`config.mk`:
```
export PLATFORM = sky130hd
export DESIGN_NAME = md4_match_monitor_flat
export DESIGN_NICKNAME = d
export VERILOG_FILES = /design/src/rtl/md4_match_monitor_pkg.sv /design/src/rtl/md4_match_monitor_if.sv /design/src/rtl/md4_match_monitor_tag_delay.sv /design/src/rtl/md4_match_monitor.sv /design/src/flat_wrapper.sv
export SDC_FILE = /design/constraint.sdc
export NUM_CORES = 1
export LEC_CHECK = 0
export ABC_AREA = 1
export BUFFER_PORTS_ARGS = -buffer_cell sky130_fd_sc_hd__buf_2
export CAP_MARGIN = 0
export CORE_MARGIN = 5
export CORE_UTILIZATION = 55
export DETAILED_ROUTE_END_ITERATION = 10
export GPL_ROUTABILITY_DRIVEN = 0
export HOLD_SLACK_MARGIN = 0.06
export PLACE_DENSITY = 0.74
export SLEW_MARGIN = 20
export SYNTH_ARGS = -nofsm -noshare
export SYNTH_HDL_FRONTEND = slang
export SYNTH_SLANG_ARGS = --single-unit
```
`constraint.sdc`:
```
create_clock -name clk -period 8 [get_ports clk]
set_input_delay 1.6 -clock clk [delete_from_list [all_inputs] [get_ports clk]]
set_output_delay 1.6 -clock clk [all_outputs]
set_load 0.03 [all_outputs]
```
`src/rtl/md4_match_monitor_pkg.sv`:
```
// ============================================================================
// Module   : md4_pkg
// Purpose  : Shared types and constants for the MD4 match monitor.
// Revision : 1.0 - initial release
// ============================================================================
`default_nettype none

package md4_pkg;

    localparam int MD4_DIGEST_BITS = 128;

    typedef logic [MD4_DIGEST_BITS-1:0] md4_digest_t;

    typedef enum logic [1:0] {
        IDLE   = 2'd0,
        SEARCH = 2'd1,
        FOUND  = 2'd2
    } match_state_t;

endpackage

`default_nettype wire

```
`src/rtl/md4_match_monitor_if.sv`:
```
// ============================================================================
// Module   : md4_match_monitor_if
// Purpose  : Control, digest and result signals of the MD4 match monitor.
// Revision : 1.0 - initial release
// ============================================================================
`default_nettype none

interface md4_match_monitor_if #(
    parameter int p_inp_data_len = 32,
    parameter int p_width        = 32,
    parameter int p_errcnt_width = 16
);
    logic                        start;
    logic                        abort;
    logic                        targetLoad;
    logic [p_width*4-1:0]        targetDigest;
    logic                        candValid;
    logic [p_inp_data_len-1:0]   candData;
    logic [p_width*4-1:0]        digestIn;
    logic                        correctableError;
    logic                        foundAck;
    logic                        busy;
    logic                        found;
    logic [p_inp_data_len-1:0]   foundData;
    logic [p_errcnt_width-1:0]   errCount;

    modport master (
        output start, abort, targetLoad, targetDigest, candValid, candData,
               digestIn, correctableError, foundAck,
        input  busy, found, foundData, errCount
    );

    modport slave (
        input  start, abort, targetLoad, targetDigest, candValid, candData,
               digestIn, correctableError, foundAck,
        output busy, found, foundData, errCount
    );
endinterface

`default_nettype wire

```
`src/rtl/md4_match_monitor_tag_delay.sv`:
```
// ============================================================================
// Module   : md4_tag_delay
// Purpose  : Fixed-depth {valid, data} shift line aligning candidate tags
//            with the pipeline output. Only the valid bits are reset.
// Revision : 1.0 - initial release
// ============================================================================
`default_nettype none

module md4_tag_delay #(
    parameter int DATA_W = 32,
    parameter int DEPTH  = 48
) (
    input  wire logic              clk,
    input  wire logic              rst,
    input  wire logic              i_valid,
    input  wire logic [DATA_W-1:0] i_data,
    output logic                   o_valid,
    output logic      [DATA_W-1:0] o_data
);
    logic              r_valid [DEPTH];
    logic [DATA_W-1:0] r_data  [DEPTH];

    always_ff @(posedge clk or posedge rst) begin
        if (rst) r_valid[0] <= 1'b0;
        else     r_valid[0] <= i_valid;
    end

    always_ff @(posedge clk) begin
        r_data[0] <= i_data;
    end

    generate
        for (genvar i = 1; i < DEPTH; i++) begin : g_stage
            always_ff @(posedge clk or posedge rst) begin
                if (rst) r_valid[i] <= 1'b0;
                else     r_valid[i] <= r_valid[i-1];
            end

            always_ff @(posedge clk) begin
                r_data[i] <= r_data[i-1];
            end
        end
    endgenerate

    assign o_valid = r_valid[DEPTH-1];
    assign o_data  = r_data[DEPTH-1];
endmodule

`default_nettype wire

```
`src/rtl/md4_match_monitor.sv`:
```
// ============================================================================
// Module   : md4_match_monitor
// Purpose  : Matches voted MD4 digests against a target, captures the first
//            matching candidate; MD4_MATCH_ERRCNT_EN adds an error counter.
// Revision : 1.0 - initial release
// ============================================================================
`default_nettype none

module md4_match_monitor
    import md4_pkg::*;
#(
    parameter int p_inp_data_len = 32,
    parameter int p_width        = 32,
    parameter int p_latency      = 48,
    parameter int p_errcnt_width = 16
) (
    input  wire logic          clk,
    input  wire logic          rst,
    md4_match_monitor_if.slave bus
);
    localparam int c_digest_w = p_width * 4;

    match_state_t              r_state;
    match_state_t              w_state_next;
    logic [c_digest_w-1:0]     r_target;
    logic [p_inp_data_len-1:0] r_found_data;
    logic                      w_d_valid;
    logic [p_inp_data_len-1:0] w_d_data;
    logic                      w_hit;
    logic                      w_capture;

    md4_tag_delay #(
        .DATA_W (p_inp_data_len),
        .DEPTH  (p_latency)
    ) u_tag_delay (
        .clk     (clk),
        .rst     (rst),
        .i_valid (bus.candValid),
        .i_data  (bus.candData),
        .o_valid (w_d_valid),
        .o_data  (w_d_data)
    );

    assign w_hit = w_d_valid && (bus.digestIn == r_target);

    always_ff @(posedge clk or posedge rst) begin
        if (rst) r_state <= IDLE;
        else     r_state <= w_state_next;
    end

    always_comb begin
        w_state_next = r_state;
        w_capture    = 1'b0;
        unique case (r_state)
            IDLE:    if (bus.start) w_state_next = SEARCH;
            SEARCH:  if (w_hit) begin
                         w_state_next = FOUND;
                         w_capture    = 1'b1;
                     end
            FOUND:   if (bus.foundAck) w_state_next = IDLE;
            default: w_state_next = IDLE;
        endcase
        // Abort overrides every other transition, including a same-cycle capture.
        if (bus.abort) begin
            w_state_next = IDLE;
            w_capture    = 1'b0;
        end
    end

    always_ff @(posedge clk or posedge rst) begin
        if (rst) begin
            r_target     <= '0;
            r_found_data <= '0;
        end else begin
            if (r_state == IDLE && bus.targetLoad) r_target <= bus.targetDigest;
            if (w_capture)                         r_found_data <= w_d_data;
        end
    end

    assign bus.busy      = (r_state != IDLE);
    assign bus.found     = (r_state == FOUND);
    assign bus.foundData = r_found_data;

`ifdef MD4_MATCH_ERRCNT_EN
    logic [p_errcnt_width-1:0] r_err_count;

    // Start wins over a coincident error event, so a new session begins at zero.
    always_ff @(posedge clk or posedge rst) begin
        if (rst)
            r_err_count <= '0;
        else if (bus.start)
            r_err_count <= '0;
        else if (w_d_valid && bus.correctableError && (r_err_count != '1))
            r_err_count <= r_err_count + p_errcnt_width'(1);
    end

    assign bus.errCount = r_err_count;
`else
    logic w_unused_err;
    assign w_unused_err = bus.correctableError;
    assign bus.errCount = '0;
`endif
endmodule

`default_nettype wire
```
`src/flat_wrapper.sv`:
```
// flat-port wrapper written by rule: the top's interface ports become plain ports
module md4_match_monitor_flat import md4_pkg::*;
#(
    parameter int p_inp_data_len = 32,
    parameter int p_width        = 32,
    parameter int p_latency      = 48,
    parameter int p_errcnt_width = 16
)
  (clk, rst, bus_start, bus_abort, bus_targetLoad, bus_targetDigest, bus_candValid, bus_candData, bus_digestIn, bus_correctableError, bus_foundAck, bus_busy, bus_found, bus_foundData, bus_errCount);
  md4_match_monitor_if #(.p_inp_data_len(p_inp_data_len), .p_width(p_width), .p_errcnt_width(p_errcnt_width)) bus_i ();
  input  wire logic clk;
  input  wire logic rst;
  input wire logic [$bits(bus_i.start)-1:0] bus_start;
  input wire logic [$bits(bus_i.abort)-1:0] bus_abort;
  input wire logic [$bits(bus_i.targetLoad)-1:0] bus_targetLoad;
  input wire logic [$bits(bus_i.targetDigest)-1:0] bus_targetDigest;
  input wire logic [$bits(bus_i.candValid)-1:0] bus_candValid;
  input wire logic [$bits(bus_i.candData)-1:0] bus_candData;
  input wire logic [$bits(bus_i.digestIn)-1:0] bus_digestIn;
  input wire logic [$bits(bus_i.correctableError)-1:0] bus_correctableError;
  input wire logic [$bits(bus_i.foundAck)-1:0] bus_foundAck;
  output wire logic [$bits(bus_i.busy)-1:0] bus_busy;
  output wire logic [$bits(bus_i.found)-1:0] bus_found;
  output wire logic [$bits(bus_i.foundData)-1:0] bus_foundData;
  output wire logic [$bits(bus_i.errCount)-1:0] bus_errCount;
  assign bus_i.start = bus_start;
  assign bus_i.abort = bus_abort;
  assign bus_i.targetLoad = bus_targetLoad;
  assign bus_i.targetDigest = bus_targetDigest;
  assign bus_i.candValid = bus_candValid;
  assign bus_i.candData = bus_candData;
  assign bus_i.digestIn = bus_digestIn;
  assign bus_i.correctableError = bus_correctableError;
  assign bus_i.foundAck = bus_foundAck;
  assign bus_busy = bus_i.busy;
  assign bus_found = bus_i.found;
  assign bus_foundData = bus_i.foundData;
  assign bus_errCount = bus_i.errCount;
  md4_match_monitor #(.p_inp_data_len(p_inp_data_len), .p_width(p_width), .p_latency(p_latency), .p_errcnt_width(p_errcnt_width)) u_core (.clk(clk), .rst(rst), .bus(bus_i));
endmodule
```
# Yosys cells after proc, flatten, opt, wreduce, memory -nomap -nowiden
# Memories as Yosys holds them, arrays and structs flattened. A register that Yosys moved wholly into a read port is not among the register bits.
# Index checks and enable logic that the tools add are counted.
[totals]
reg_bits = 178
ramBits = 1536
word_cells = 70
output_inout_bits = 50
mem_count = 1
input_bits = 296
[classes]
muxes = 8
n_eq_ne = 6
n_reduce_logical = 5
[memory_table]
columns = ["name", "words", "width", "rd", "rd_clocked_by_memory_dff", "write_ports", "line", "rtl"]
rows = [
  ["u_core.u_tag_delay.r_data", 48, 32, 48, 1, 48, "md4_match_monitor_tag_delay.sv:21", "logic [DATA_W-1:0] r_data [DEPTH];"],
]
[op_table]
columns = ["operator", "count"]
rows = [
  ["128-bit == test", 1],
  ["2-bit 2-to-1 mux", 4],
  ["3-bit inequality test, second input constant", 2],
  ["2-bit case mux with 3 select lines", 1],
  ["1-bit 2-to-1 mux", 3],
  ["3-bit by 2-bit inequality test with 1-bit output, second input constant", 1],
  ["3-bit AND reduction", 1],
  ["2-bit by 1-bit == test with 1-bit output, second input constant", 1],
  ["2-bit == test, second input constant", 1],
  ["1-bit logical AND", 2],
  ["2-bit zero test", 1],
  ["2-bit nonzero test", 1],
]

# Longest topological paths before layout
[logic_depth]
ltp_word = 5
mapped_depth = 14
ltp_nobuf = 13

# Cells and area by module
# Synthesis repeated with hierarchy kept, for this count alone.
[unflattened]
cells_unflattened = 2960
hier_area_um2 = 41546.1
[modules_own_cells]
columns = ["module", "cells_per_inst", "area_each_um2", "instances", "seq_area_each_um2"]
rows = [
  ["md4_tag_delay", 1617, 32194.6, 1, 31950.6],
  ["md4_match_monitor", 1343, 9351.5, 1, 4053.9],
]

# Least setup slack after synthesis
# OpenSTA, ideal clock, no wires.
[synth_timing]
kind = "input to register"
startpoint = "in bus_digestIn[95]"
endpoint = "reg u_core.r_found_data[0], in the netlist u_core.bus.foundData[0] (read register of u_core.u_tag_delay.r_data)"
setup_slack_ns = 5.199
path_buffers = 1
arrival_ns = 2.683
stages = 14
required_time_ns = 7.882
setup_time_ns = 0.118
path_cell_list = "inv_1 -> nand2_1 -> o21ai_0 -> nor2_1 -> nand2_1 -> nor2_1 -> nand2_1 -> nor2_1 -> nand2_2 -> nor2_8 -> nand3_4 -> buf_6 -> nand2_1 -> nand2_1"
[synth_between]
elab_chain_cells = 5
[synth_lines]
columns = ["item", "line", "rtl"]
rows = [
  ["start: declaration", "flat_wrapper.sv:19", "input wire logic [$bits(bus_i.digestIn)-1:0] bus_digestIn;"],
  ["128-bit == test", "md4_match_monitor.sv:44", "assign w_hit = w_d_valid && (bus.digestIn == r_target);"],
  ["1-bit logical AND", "md4_match_monitor.sv:44", ""],
  ["1-bit 2-to-1 mux", "md4_match_monitor.sv:56", "SEARCH: if (w_hit) begin"],
  ["1-bit 2-to-1 mux", "md4_match_monitor.sv:54", "unique case (r_state)"],
  ["1-bit 2-to-1 mux", "md4_match_monitor.sv:64", "if (bus.abort) begin"],
  ["end: declaration", "md4_match_monitor.sv:26", "logic [p_inp_data_len-1:0] r_found_data;"],
]
# No other way between the ends.
# A chain may end at the register's enable or synchronous reset.

# Final worst setup path
[layout_timing]
startpoint = "in bus_digestIn[52]"
endpoint = "reg u_core.r_found_data[26], in the netlist u_core.bus.foundData[26] (read register of u_core.u_tag_delay.r_data)"
# Same word-level chain as after synthesis.

==> results_dict.tcl <==
set metrics [dict create \
    htreeDepth 4 \
    p_sw_share_pct 20.6 \
    grt_max_degree 212 \
    dp_hpwl_mm 35.6 \
    arrival_ns 4.12 \
    final_max_slew_viol_count 0 \
    rsz0062_at_grt "no" \
    fin_skew_ns 0.0412 \
    setup_viol 0 \
    synth_warnings 0 \
    drcViolationCount 0 \
    power_density_nw_per_um2 361 \
    hp-class "reg2reg" \
    ys.flop_type "dfxtp_1" \
    finalSetupTns_ns 0 \
    seqPwrFrac_pct 54.3 \
    clockRootBuffer "clkbuf_16" \
    post-place-ws_ns 3.78 \
    synth.distinct_cells 31 \
    report.final.hold_viol_count 0 \
    required_ns 8.59 \
    worst_pin_slew_ns 1.06 \
    drtPass1Iterations 5 \
    postSynthAreaPerCell_um2 15.2 \
    fin_crit_ns 3.53 \
    core-area_um2 72800 \
    clockBufferDepth 3 \
    synth_top_area_cell "dfxtp_1" \
    clkTransAtPathRegs_ns 0.06 \
    routedWlPerCell_um 14.1 \
    postCtsSetupRepairBufs 0 \
    die_area_um2 78800 \
    fin_nets 3394 \
    grt_pass1_wl_mm 95.6 \
    ios 346 \
    ys_ff_latch 1746 \
    clockPowerShare_pct 42.2 \
    fp.dieH_um 281 \
    max_freq_ghz 0.283 \
    antenna_found_initial 20 \
    grtUsageTotal_pct 15.1 \
    min_period_over_period_pct 44.2 \
    synth_async_sr_flop_share_pct 12.0 \
    p_int_mw 13.8 \
    via_per_inst 4.51 \
    crit_path_max_fanout 34 \
    postCtsHoldBufs 0 \
    numCtsBuffers 154 \
    vias 18900 \
    die_w_um 281 \
    drive_above_1_share_pct 20.2 \
    critical_path_class "in2reg" \
    drtAntennaViolNets 0 \
    synthesis.instances 2646 \
    numPortBuffers 328 \
    synth_top_area_share_pct 76.3 \
    clk_latency_ns 0.72 \
    ir_drop_mv 0.326 \
    setup_slack_ns 4.47 \
    maxCapViolCount 0 \
    stdcell_area_um2 48300 \
    p_switching_mw 3.60 \
    wirelength_mm 59.0 \
    synth_edf_count 0 \
    start_util_pct 55.3 \
    overflow 0 \
    seq_area_frac_synth_pct 89.3 \
    cp-start-kind "primary input" \
    outcome "finished, final reports clean" \
    end_kind "flop" \
    synth_area_leaders "dfxtp_1 (76%), dfrtp_1 (13%), nand2_1 (2.6%), nor2_1 (1.4%), inv_1 (1.3%)" \
    drtIter0Drc 1097 \
    cts_tree "built" \
    first_global_vias 19500 \
    area_growth_pct 19.9 \
    rows 99 \
    leakagePower_nw 21.9 \
    cts.sinks 1746 \
    place_area_um2 43000 \
    relSlewSlack_pct 29.1 \
    timing.hold.ws_ns 0.288 \
    cts_resized 0 \
    p_comb_share_pct 3.5 \
    synth_area_um2 40300 \
]
[synthesized netlist by cell type, types with 5 or more instances]
cell / number
a21oi_1: 83
dfrtp_1: 210
nand2_1: 284
o21ai_1: 9
mux2_2: 45
nand3_1: 5
buf_4: 19
nor2_1: 153
xor2_1: 7
o21ai_0: 34
o22ai_1: 8
nand4_1: 39
dfxtp_1: 1536
clkbuf_1: 14
inv_2: 8
buf_2: 15
inv_1: 139
xnor2_1: 18
[area by class of cell]
| cell class | instances | area (µm²) |
|---|---|---|
| Sequential cell | 1746 | 36000 |
| Fill cell | 4898 | 24500 |
| Clock buffer | 226 | 4650 |
| Multi-Input combinational cell | 717 | 3510 |
| Timing Repair Buffer | 332 | 1690 |
| Tap cell | 959 | 1200 |
| Clock inverter | 54 | 664 |
| Inverter | 147 | 559 |
| Antenna cell | 15 | 37.5 |
[cell usage in the layout, fill, tap and decap left out, types with 2 or more instances in the layout]
| master | synthesis | routed |
|---|---|---|
| inv_6 | 0 | 6 |
| buf_4 | 19 | 2 |
| diode_2 | 0 | 15 |
| nor2_1 | 153 | 153 |
| nor3_1 | 3 | 3 |
| inv_16 | 0 | 4 |
| o21ai_0 | 34 | 34 |
| o21ai_1 | 9 | 9 |
| nand4_1 | 39 | 39 |
| clkinvlp_4 | 0 | 5 |
| conb_1 | 1 | 16 |
| dfxtp_1 | 1536 | 1536 |
| inv_4 | 0 | 2 |
| a21oi_1 | 83 | 83 |
| nand3_1 | 5 | 5 |
| or2_2 | 4 | 4 |
| buf_2 | 15 | 328 |
| clkinv_16 | 0 | 4 |
| inv_2 | 8 | 8 |
| xnor2_1 | 18 | 18 |
| nand2_1 | 284 | 283 |
| xor2_1 | 7 | 7 |
| clkinv_2 | 0 | 23 |
| mux2_2 | 45 | 45 |
| o22ai_1 | 8 | 8 |
| clkbuf_1 | 14 | 24 |
| clkbuf_8 | 0 | 44 |
| inv_1 | 139 | 138 |
| dfrtp_1 | 210 | 210 |
| clkbuf_16 | 0 | 158 |
| clkinv_8 | 0 | 2 |
| bufinv_16 | 0 | 7 |
[worst max-delay path, stage by stage]
cell and delay [ns]:
buf_2 0.09, nand2_1 0.06, inv_1 0.07, nor2_1 0.08, nor2_1 0.36, nand2_1 0.11
nor2_1 0.11, nand2_1 0.06, nor2_1 0.17, nand2_2 0.11, nor2_8 0.43, nand3_4 0.50
nand2_1 0.22, nand2_1 0.11
[logic make-up (layout without fill, tap and decap cells)]
family / Yosys count / after routing / synth area share [%]
AO/OA/AOI/OAI: 135 / 135 / 1.71
XOR/XNOR: 25 / 25 / 0.543
buffers and inverters: 198 / 759 / 2.12
flip-flops: 1746 / 1746 / 89.3
multiplexers: 45 / 45 / 1.26
other: 1 / 31 / 0.00930
AND/OR/NAND/NOR: 496 / 496 / 5.04
[routing by layer]
layer | share of wire [%] | GRT usage [%]
met1 | 36 | 16.1
met2 | 48 | 25.3
met3 | 8.9 | 5.23
met4 | 6.5 | 10.3
met5 | 0.059 | 0
[power groups by stage]
| stage | registers [mW] | clock network [mW] | logic, mW |
|---|---|---|---|
| 2_1_floorplan | 9.59 | 0 | 0.405 |
| 3_3_place_gp | 9.61 | 0 | 0.564 |
| 3_5_place_dp | 9.65 | 0 | 0.595 |
| 4_1_cts | 9.47 | 7.61 | 0.600 |
| 5_1_grt | 9.52 | 7.99 | 0.677 |
| 6_report | 9.47 | 7.36 | 0.608 |
[through the flow]
| stage | util [%] | std cells | power [mW] |
|---|---|---|---|
| 4_1_cts | 66.3 | 4181 | 17.7 |
| 3_3_place_gp | 59.0 | 3901 | 10.2 |
| 2_1_floorplan | - | 2661 | 9.99 |
| 6_report | 66.3 | 4196 | 17.4 |
| 3_5_place_dp | 59.0 | 3901 | 10.2 |
| 5_1_grt | 66.3 | 4195 | 18.2 |
[state kept, by name, summed over array words and instances (netlist names)]
name and flops:
u_core.r_state 2, u_core.r_target 128, u_core.u_tag_delay.r_data 1536, u_core.bus.foundData 32, u_core.u_tag_delay.r_valid 47, u_core.u_tag_delay.o_valid 1
[worst paths after layout]
check,from,to,slack [ns],cells after the start
min in group asynchronous,rst,u_core.bus.foundData[7],1.07,2
worst min-delay path,u_core.u_tag_delay.r_data[44][23],u_core.u_tag_delay.r_data[45][23],0.29,0
worst min register to register,u_core.u_tag_delay.r_data[44][23],u_core.u_tag_delay.r_data[45][23],0.29,0
max in group asynchronous,rst,u_core.r_target[17],5.54,3
worst max register to register,u_core.r_target[52],u_core.bus.foundData[26],5.04,13
worst max-delay path,bus_digestIn[52],u_core.bus.foundData[26],4.47,14
Note: power is estimated with default switching activity, not from simulation.
